[src/rtl/gray_arb_pkg.sv]
// rtl/gray_arb_pkg.sv - shared defaults and width helpers for the gray conversion arbiter
package gray_arb_pkg;

  localparam int NREQ_DEFAULT = 4;
  localparam int W_DEFAULT    = 8;
  localparam int ID_W         = $clog2(NREQ_DEFAULT);
  localparam int CNT_W        = 16;

  // A single requester still needs a one-bit id field.
  function automatic int id_width(input int n);
    return (n > 1) ? $clog2(n) : 1;
  endfunction

endpackage

[src/rtl/binary_to_gray.sv]
// rtl/binary_to_gray.sv - combinational binary to reflected Gray code converter
module binary_to_gray #(
  parameter int W = 8
) (
  input  logic [W-1:0] bin,
  output logic [W-1:0] gray
);

  always_comb begin
    gray        = '0;
    gray[W-1]   = bin[W-1];
    for (int k = 0; k < W - 1; k++) begin
      gray[k] = bin[k+1] ^ bin[k];
    end
  end

endmodule

[src/rtl/gray_conv_arbiter.sv]
// rtl/gray_conv_arbiter.sv - round-robin arbiter feeding one Gray converter into a one-deep result register
module gray_conv_arbiter
  import gray_arb_pkg::*;
#(
  parameter int NREQ = NREQ_DEFAULT,
  parameter int W    = W_DEFAULT
) (
  input  logic                      clk,
  input  logic                      rst_n,
  input  logic [NREQ-1:0]           req_valid,
  input  logic [NREQ*W-1:0]         req_data,
  output logic [NREQ-1:0]           req_ready,
  output logic                      out_valid,
  output logic [W-1:0]              out_gray,
  output logic [id_width(NREQ)-1:0] out_id,
  input  logic                      out_ready,
  output logic [CNT_W-1:0]          conv_count
);

  localparam int IDW = id_width(NREQ);

  logic [IDW-1:0] ptr;
  logic [IDW-1:0] grant_idx;
  logic [IDW-1:0] cand;
  logic           any_req;
  logic           slot_free;
  logic           transfer;
  logic [W-1:0]   operand;
  logic [W-1:0]   gray_w;

  assign slot_free = !out_valid || out_ready;

  // NREQ is a power of two, so the IDW-bit sum wraps the search modulo NREQ.
  always_comb begin
    any_req   = 1'b0;
    grant_idx = '0;
    cand      = '0;
    for (int k = 0; k < NREQ; k++) begin
      cand = ptr + IDW'(k);
      if (!any_req && req_valid[cand]) begin
        any_req   = 1'b1;
        grant_idx = cand;
      end
    end
  end

  always_comb begin
    req_ready = '0;
    if (rst_n && slot_free && any_req) begin
      req_ready = NREQ'(1) << grant_idx;
    end
  end

  assign transfer = |(req_valid & req_ready);

  always_comb begin
    operand = '0;
    for (int i = 0; i < NREQ; i++) begin
      if (grant_idx == IDW'(i)) begin
        operand = req_data[i*W +: W];
      end
    end
  end

  binary_to_gray #(
    .W (W)
  ) u_b2g (
    .bin  (operand),
    .gray (gray_w)
  );

  always_ff @(posedge clk or negedge rst_n) begin
    if (!rst_n) begin
      out_valid  <= 1'b0;
      out_gray   <= '0;
      out_id     <= '0;
      ptr        <= '0;
      conv_count <= '0;
    end else if (transfer) begin
      out_valid  <= 1'b1;
      out_gray   <= gray_w;
      out_id     <= grant_idx;
      ptr        <= grant_idx + IDW'(1);
      conv_count <= conv_count + CNT_W'(1);
    end else if (out_ready) begin
      out_valid  <= 1'b0;
    end
  end

endmodule

[config.mk]
export PLATFORM = sky130hd
export DESIGN_NAME = gray_conv_arbiter
export DESIGN_NICKNAME = d
export VERILOG_FILES = /design/src/rtl/gray_arb_pkg.sv /design/src/rtl/binary_to_gray.sv /design/src/rtl/gray_conv_arbiter.sv
export SDC_FILE = /design/constraint.sdc
export NUM_CORES = 1
export LEC_CHECK = 0
export ABC_AREA = 1
export CAP_MARGIN = 30
export CORE_ASPECT_RATIO = 0.7
export CORE_UTILIZATION = 39
export CTS_BUF_LIST = sky130_fd_sc_hd__clkbuf_4
export DETAILED_ROUTE_END_ITERATION = 16
export GPL_TIMING_DRIVEN = 0
export MAX_ROUTING_LAYER = met4
export PLACE_DENSITY = 0.69
export SYNTH_ARGS = -nofsm -noshare
export SYNTH_HDL_FRONTEND = slang
export SYNTH_SLANG_ARGS = --single-unit
[constraint.sdc]
create_clock -name clk -period 4.05 [get_ports clk]
set_clock_uncertainty 0.15 [all_clocks]
set_input_delay 0.81 -clock clk [delete_from_list [all_inputs] [get_ports clk]]
set_output_delay 0.81 -clock clk [all_outputs]
set_load 0.05 [all_outputs]
; Yosys cells after proc, flatten, opt, wreduce, memory -nomap -nowiden
; Index checks and enable logic that the tools add are counted.
; W data, S select, Z words.
[op_classes]
add_sub_neg = 5
multipliers = 0
div_mod_pow = 0
n_lt_le_gt_ge = 4
n_eq_ne = 3
n_shift = 1
muxes = 23
bitwise_logic = 8
n_reduce_logical = 13
[op_table]
columns = cell, count
row1 = $mux W8, 4
row2 = $add A16 B1 Y16 const B, 1
row3 = $lt A2 B3 Y1 const B, 4
row4 = $mux W1, 10
row5 = $bmux W1 S2, 4
row6 = $mux W2, 4
row7 = $xor A1 B1 Y1, 7
row8 = $logic_and A1 B1 Y1, 5
row9 = $add A2 B1 Y2 const B, 2
row10 = $add A2 B2 Y2 const B, 2
row11 = $and A4 B4 Y4, 1
row12 = $eq A2 B2 Y1 const B, 2
row13 = $logic_not A1 Y1, 4
row14 = $mux W4, 1
row15 = $reduce_or A4 Y1, 1
row16 = $shl A1 B2 Y4 const A, 1
row17 = $eq A2 B1 Y1 const B, 1
row18 = $logic_not A2 Y1, 1
row19 = $reduce_bool A2 Y1, 1
row20 = $logic_or A1 B1 Y1, 1
[totals]
regBits = 29
latchBits = 0
ramBits = 0
mem_bits_ro = 0
inputBits = 39
out_inout_bits = 31
elab_cells = 62
n_memories = 0

; Logic depth before layout (Yosys ltp)
; Gate-level depths: netlist of the first run.
[depth]
word_depth = 18
mapped_depth = 23
depth_no_buf = 20

; Hierarchy
; A second synthesis of the first run with hierarchy kept.
[unflattened]
hier_cells = 346
area_unflattened_um2 = 2288.4
[by_module_without_submodules]
columns = module, n_inst, cells_each, area_each_um2, seq_area_each_um2
row1 = gray_conv_arbiter, 1, 316, 2172.1, 725.7
row2 = binary_to_gray, 1, 30, 116.4, 0.0

; Worst setup path after synthesis of the first run
; Ideal clock, no wire load.
[synth_timing]
path_type = input-to-output
start = in req_valid[2]
end = out req_ready[1]
t_arrival_ns = 2.867
required_time_ns = 3.090
slack_ns = 0.223
cell_stages = 12
path_buffers = 2
cell_sequence = inv_1 > nand2_1 > nand3_1 > nand2_1 > nor2_4 > nand3_2 > nand2_2 > buf_2 > ha_1 > clkbuf_1 > inv_1 > nor2_1
[synth_via]
elab_chain_len = 14
elab_cells_between_ends = 25
[synth_lines]
columns = item, line_no
row1 = start: declaration, gray_conv_arbiter.sv:10  ; input logic [NREQ-1:0] req_valid,
row2 = $bmux W1 S2, gray_conv_arbiter.sv:40  ; if (!any_req && req_valid[cand]) begin
row3 = $mux W1 (not written as such), gray_conv_arbiter.sv:40
row4 = $mux W1, gray_conv_arbiter.sv:40
row5 = $logic_not A1 Y1, gray_conv_arbiter.sv:40
row6 = $logic_and A1 B1 Y1, gray_conv_arbiter.sv:40
row7 = $mux W1, gray_conv_arbiter.sv:40
row8 = $logic_not A1 Y1, gray_conv_arbiter.sv:40
row9 = $logic_and A1 B1 Y1, gray_conv_arbiter.sv:40
row10 = $mux W1, gray_conv_arbiter.sv:40
row11 = $logic_not A1 Y1, gray_conv_arbiter.sv:40
row12 = $logic_and A1 B1 Y1, gray_conv_arbiter.sv:40
row13 = $mux W2 / $mux W1 (equally long branches), gray_conv_arbiter.sv:40
row14 = $shl A1 B2 Y4 / $logic_and A1 B1 Y1 (equally long branches), "gray_conv_arbiter.sv:50, gray_conv_arbiter.sv:49"
row15 = $mux W4 *, gray_conv_arbiter.sv:49  ; if (rst_n && slot_free && any_req) begin
row16 = end: declaration, gray_conv_arbiter.sv:12  ; output logic [NREQ-1:0] req_ready,
; Every way passes the cells marked *; elsewhere a longest branch is shown, timed or not. The select of a mux whose other input is x is not followed.

; Final worst setup path of the first run
[layout_timing]
start = in req_valid[2]
end = out req_ready[2]
[layout_via]
elab_chain_len = 14
elab_cells_between_ends = 25
[layout_lines]
columns = item, line_no
row1 = $bmux W1 S2, gray_conv_arbiter.sv:40
row2 = $mux W1 (not written as such), gray_conv_arbiter.sv:40
row3 = $mux W1, gray_conv_arbiter.sv:40
row4 = $logic_not A1 Y1, gray_conv_arbiter.sv:40
row5 = $logic_and A1 B1 Y1, gray_conv_arbiter.sv:40
row6 = $mux W1, gray_conv_arbiter.sv:40
row7 = $logic_not A1 Y1, gray_conv_arbiter.sv:40
row8 = $logic_and A1 B1 Y1, gray_conv_arbiter.sv:40
row9 = $mux W1, gray_conv_arbiter.sv:40
row10 = $logic_not A1 Y1, gray_conv_arbiter.sv:40
row11 = $logic_and A1 B1 Y1, gray_conv_arbiter.sv:40
row12 = $mux W2 *, gray_conv_arbiter.sv:40
row13 = named net grant_idx[1], gray_conv_arbiter.sv:23  ; logic [IDW-1:0] grant_idx;
row14 = $shl A1 B2 Y4 *, gray_conv_arbiter.sv:50  ; req_ready = NREQ'(1) << grant_idx;
row15 = $mux W4 *, gray_conv_arbiter.sv:49
; The timed path passes the listed nets; every way through them passes the cells marked *. The select of a mux whose other input is x is not followed.

==> run metrics, run 1 <==
final layout net count=around 470; CP Buf/Inv Count=5; Yosys Warn Count=0; dominant cell type by area after synthesis=dfrtp_1; Top Ports=70; DRC viols=0; sequential fraction of the synthesis area=0.3194; Fmax=about 260 MHz; Top FF cell, synth=dfrtp_1; Mean Syn Cell Area=about 6.5 um^2; Post-Place Worst Slack=-0.9351 ns; vias in the first global route=~2300; vias per cell=about 5; Initial Utilization=0.4190; Final Hold Fails=0; # port buffers=69; Initial DRC Count=118; status=finished clean; vias=2483; Design Area, Final=0.003169 mm^2; Synth Net Count=approximately 390; worst path cell trace=clkdlybuf4s50_1 -> inv_1 -> nand2_1 -> nand3_1 -> nand2_1 -> nor2_4 -> nand3_1 -> nand3_4 -> nand2_2 -> inv_1 -> ha_2 -> inv_1 -> nor2_1 -> buf_4; minimum clock period=around 3.9 ns; final setup vio count=0; Seq cells post-synth=29; later-pin clock latency in the skew report=0.33 ns; most frequent cells after synthesis=141 x nand2_1, 35 x inv_1, 29 x dfrtp_1; Setup WS post-layout=approximately 0.18 ns; Multi-input gate area=0.001360 mm^2; CP max-delay cell=clkdlybuf4s50_1; fillers=roughly 530; top cell type's share of synthesized area=0.3194; most frequent cell after synthesis=nand2_1; core area=0.005423 mm^2; delay of the slowest critical-path stage=~0.42 ns; total global-route track usage=0.2185; TritonCTS Buffers=5; Pre-Repair DR Iteration Count=4; largest net degree at the start of global routing=17; first-pass GRT wire length=between 10 and 15 mm; crit-path max FO=7; GR Overflow Total=0; routability congestion estimate=approximately 0.89; dpl hpwl=a little under 5 mm; Least-Margin Pin Slew=about 0.7 ns; critical path arrival=approximately 2.9 ns; Crit path top cell by count=inv_1; Pins Over Slew Limit=0; drt wl/cell=around 12 um; Area after DPL=between 0.003 and 0.004 mm^2; Mapped Cells=around 350; Max Root-Sink Buffers=2; RSZ-0062 raised after global routing=yes; layout cells sized above 1=0.09813; P&R area growth vs syn=39.48%; clock-pin slew on the worst setup and hold paths=about 0.080 ns; Routed Wire Length=between 6 and 7 mm; antenna violations before repair=0; Cell Rows=22; CTS tree=yes; Final period util=0.9563; min-delay worst type=register to register; Post-synth EDFFs=0; Unique masters post-synth=29; CP Launch Type=input port; Synth area leaders=dfrtp_1 32%, nand2_1 23%, inv_1 5.8%, xor2_1 4.6%, nand3_1 4.4%; Crit Path Category=input port to output pin; Setup crit end kind=output pin; Req. time, crit path=between 3 and 4 ns; CP top delay family=buffers and inverters; Detail Route Antenna Nets=0; H-Tree Depth=2; Diodes inserted=0; Die Wd=about 93 um; Post-Syn Area=approximately 0.0023 mm^2; Clock Sinks=29; register area=~730 um^2; asr flop ratio synth=1.000; max_cap viols=0; clk root buf=clkbuf_4; Slew Limit Headroom=0.5239; die area=a little over 0.006 mm^2; Die Height=65.86 um
cell usage in the layout, fill, tap and decap left out, drive strengths merged:
cell           instances
o21bai                 8
inv                   41
clkbuf                 8
buf                   14
xnor2                  1
nand3                 23
o21a                   2
o21ai                 25
a221oi                 3
clkdlybuf4s50         64
ha                     4
nor3                   5
dlygate4sd2            1
dfrtp                 29
clkinv                 1
nor4                   3
a21oi                  2
nand4                  6
a22oi                  4
nand2                145
xor2                  12
nor2                  27
worst min-delay path, stage by stage, from the launching register on:
cell and delay [ns]:
dfrtp_1 0.35, nand2_1 0.05, nand2_1 0.06
final cells by class:
type                    count  area share
well taps                  72     0.02842
inverters                  41     0.04935
flip-flops and latches     29      0.2290
clock buffers               6     0.01421
clock inverters             1    0.001184
repair buffers             71      0.2231
multi-input cells         270      0.4291
plain buffers              10     0.02566
routing by layer:
metal,track usage,share of wire
met1,0.3189,0.51
met2,0.3199,0.43
met3,0.03678,0.057
met4,0.03846,0.0083
met5,-,0
cell families (layout without fill, tap and decap cells):
| family | Yosys count | count (layout) | share of synthesized area |
|---|---|---|---|
| compound gates | 44 | 44 | 0.1173 |
| flops | 29 | 29 | 0.3194 |
| xor+xnor | 13 | 13 | 0.05011 |
| buf+inv | 52 | 129 | 0.1008 |
| simple gates | 209 | 209 | 0.3904 |
| fa+ha+maj | 4 | 4 | 0.02203 |
flip-flops by register name, indices dropped and copies added, names as in the netlist:
| register | count |
|---|---|
| out_valid | 1 |
| conv_count | 16 |
| out_id | 2 |
| out_gray | 8 |
| ptr | 2 |
worst paths after layout:
check / startpoint / endpoint / slack (ns) / cells past startpoint
max: req_valid[2] / req_ready[2] / 0.18 / 14
max reg2reg: ptr[0]$_DFFE_PN0P_ / out_gray[1]$_DFFE_PN0P_ / 0.78 / 21
min: out_gray[5]$_DFFE_PN0P_ / out_gray[5]$_DFFE_PN0P_ / 0.34 / 2
min reg2reg: out_gray[5]$_DFFE_PN0P_ / out_gray[5]$_DFFE_PN0P_ / 0.34 / 2
max in group asynchronous: rst_n / conv_count[2]$_DFFE_PN0P_ / 2.70 / 2
min in group asynchronous: rst_n / conv_count[8]$_DFFE_PN0P_ / 0.49 / 1
through the flow:
stage,setup TNS (ns),utilization,cells,hold WS [ns]
final,0,0.5844,500,0.3422
after global routing,0,0.5844,500,0.3638
after CTS,0,0.5750,499,0.3469
after detailed placement,-5.346,0.5658,493,0.3204
after global placement,-3.559,0.5630,492,0.3168
after floorplan,0,-,351,0.3644
timing repair:
action | 4_1_cts | 5_1_grt
hold buffers | 0 | 0
resized for setup | 23 | 14
setup endpoints to repair | 4 | 8
buffers inserted | 0 | 1
pin swaps | 0 | 1
Power of run 1 is left out: the tool's default activity adds up to more than one toggle a clock period on the data nets, which glitch-free logic cannot reach.
==> run 2, diff against run 1 <==
--- a/config.mk
+++ b/config.mk
@@ -8,12 +8,13 @@
 export ABC_AREA = 1
 export CAP_MARGIN = 30
 export CORE_ASPECT_RATIO = 0.7
-export CORE_UTILIZATION = 39
+export CORE_UTILIZATION = 40
 export CTS_BUF_LIST = sky130_fd_sc_hd__clkbuf_4
 export DETAILED_ROUTE_END_ITERATION = 16
+export GPL_ROUTABILITY_DRIVEN = 0
 export GPL_TIMING_DRIVEN = 0
 export MAX_ROUTING_LAYER = met4
-export PLACE_DENSITY = 0.69
+export PLACE_DENSITY = 0.7
 export SYNTH_ARGS = -nofsm -noshare
 export SYNTH_HDL_FRONTEND = slang
 export SYNTH_SLANG_ARGS = --single-unit
==> run 2 against run 1 <==
Cell count up 0.20%. Register-to-register slack worse by 0.07 ns. Fmax down 0.33%. Critical endpoint is now req_ready[0].
==> run metrics, run 2 (synthesized netlist as in run 1, its figures left out) <==
status=finished clean; Pre-Repair DR Iteration Count=5 (+1); minimum clock period=3.886 ns (+0.01289 ns); CP max-delay cell=clkdlybuf4s50_1; H-Tree Depth=2 (unchanged); first-pass GRT wire length=10.06 mm (-2.4%); CP top delay family=buffers and inverters; CP Buf/Inv Count=5 (unchanged); dpl hpwl=4.772 mm (-2.5%); drt wl/cell=11.99 um (-2.6%); Setup crit end kind=output pin; Largest regs=conv_count x16, out_gray x8; Initial Utilization=0.4233 (+0.004298); Diodes inserted=0 (unchanged); layout cells sized above 1=0.1002 (+0.002102); Detail Route Antenna Nets=0 (unchanged); Hold Path End=out_gray[5]$_DFFE_PN0P_; placed insts=493 (unchanged); DRC viols=0 (unchanged); R2R Path End=out_gray[1]$_DFFE_PN0P_; # port buffers=69 (unchanged); largest net degree at the start of global routing=21 (+4); total global-route track usage=0.2178 (-0.0007093); vias in the first global route=2268 (+0.53%); clock-pin slew on the worst setup and hold paths=0.09 ns (about the same); P&R area growth vs syn=41.96%; Pins Over Slew Limit=0 (unchanged); crit-path max FO=11 (+4); TritonCTS Buffers=5 (unchanged); CP Launch Type=input port; GR Overflow Total=0 (unchanged); commonest non-fill, non-tap cell in the layout=nand2_1; Final period util=0.9595 (+0.003184); Die Height=65.06 um (-1.2%); Hold Path Depth=2 (unchanged); Cell Rows=22 (unchanged); Finished Layout Cells=501 (+0.20%); core area=0.005368 mm^2 (-1.0%); worst path cell trace=clkdlybuf4s50_1 -> inv_1 -> nand2_1 -> nand3_1 -> nand2_1 -> nor2_4 -> nand3_1 -> nand3_4 -> nand2_2 -> buf_4 -> ha_1 -> inv_1 -> nor2_1 -> clkbuf_4; later-pin clock latency in the skew report=0.33 ns (about the same); hold buffers post-CTS=0 (unchanged); commonest cells after routing, fill and taps aside=141 x nand2_1, 64 x clkdlybuf4s50_1, 35 x inv_1, 29 x dfrtp_1, 23 x nor2_1; cells on worst reg2reg path=19 (-9.5%); CTS tree=yes; Clock Sinks=29 (unchanged); vias=2496 (+0.52%); Least-Margin Pin Slew=0.6217 ns (-0.09245 ns); Fmax=257.3 MHz (-0.33%); Slew Limit Headroom=0.5855 (+0.06163); Final Hold Fails=0 (unchanged); clk root buf=clkbuf_4; final setup vio count=0 (unchanged); vias per cell=4.982 (+0.32%); antenna violations before repair=0 (unchanged); Die Wd=92.08 um (-1.2%); delay of the slowest critical-path stage=0.50 ns (+0.08 ns); max reg flops=16 (unchanged); R2R setup slack=0.71 ns (-0.07 ns); origin of the critical flop-to-flop path=ptr[0]$_DFFE_PN0P_; Crit Path Category=input port to output pin; Initial DRC Count=170 (+44%); Routed Wire Length=6.005 mm (-2.4%); Largest Register=conv_count; min-delay worst type=register to register; hold_sp=out_gray[5]$_DFFE_PN0P_; die area=0.005990 mm^2 (-2.4%); Max Root-Sink Buffers=2 (unchanged); Req. time, crit path=3.09 ns (about the same); Top Ports=70 (unchanged); final layout net count=471 (unchanged); critical path arrival=2.93 ns (+0.02 ns); max_cap viols=0 (unchanged)
-- run 2: cell types whose count changed in the layout (fill, tap and decap cells not counted) --
| cell | before | now |
|---|---|---|
| buf_6 | 6 | 4 |
| bufinv_16 | 0 | 2 |
| buf_16 | 0 | 1 |
| buf_4 | 5 | 6 |
| buf_8 | 1 | 0 |
| clkinv_1 | 1 | 0 |
| clkinv_2 | 0 | 1 |
| nor2_1 | 22 | 23 |
| nor2_2 | 3 | 2 |
-- run 2: tightest hold or removal path: cells and delay by family (launching register included) --
family,cells,cell delay (ns)
DFF,1,0.36
and+or+nand+nor,2,0.11
-- run 2: metal layers --
metal | wire length [um] | up-vias | global-route usage
li1 | - | 1274 | -
met1 | 3014 | 1135 | 0.3007
met2 | 2604 | 80 | 0.3321
met3 | 350 | 7 | 0.04225
met4 | 36 | 0 | 0.04688
met5 | 0 | - | -
-- run 2: timing repair --
item                                    4_1_cts  5_1_grt
gates resized for setup                      21       14
endpoints found under the setup margin        4        6
buffers inserted                              0        1
-- run 2: worst max path at each step --
stage / start / cells past startpoint / end
final: req_valid[0] / 14 / req_ready[0]
after global routing: req_valid[2] / 14 / req_ready[0]
after CTS: req_valid[0] / 14 / req_ready[1]
after detailed placement: req_valid[0] / 15 / req_ready[1]
after global placement: req_valid[0] / 15 / req_ready[1]
after floorplan: req_valid[2] / 12 / req_ready[1]
-- run 2: layout make-up --
type / count / area (um^2)
Buffer: 10 / 77.57
Clock buffer: 5 / 37.54
Clock inverter: 3 / 65.06
Fill cell: 483 / 2142
Inverter: 41 / 156.4
Multi-Input combinational cell: 270 / 1358
Sequential cell: 29 / 725.7
Tap cell: 72 / 90.09
Timing Repair Buffer: 71 / 715.7
-- run 2: metrics by stage --
step                      worst slack (ns)  cell area [um^2]  hold WS (ns)    util  setup TNS, ns
after floorplan                     0.2232              2272        0.3644       -              0
after global placement             -0.8510              3053        0.3157  0.5688         -3.760
after detailed placement           -0.9082              3080        0.3182  0.5739         -4.686
after CTS                          0.02900              3179        0.3486  0.5923              0
after global routing              -0.01595              3226        0.3590  0.6009       -0.01595
final                               0.1641              3226        0.3435  0.6009              0
Power of run 2 is left out for the same reason.
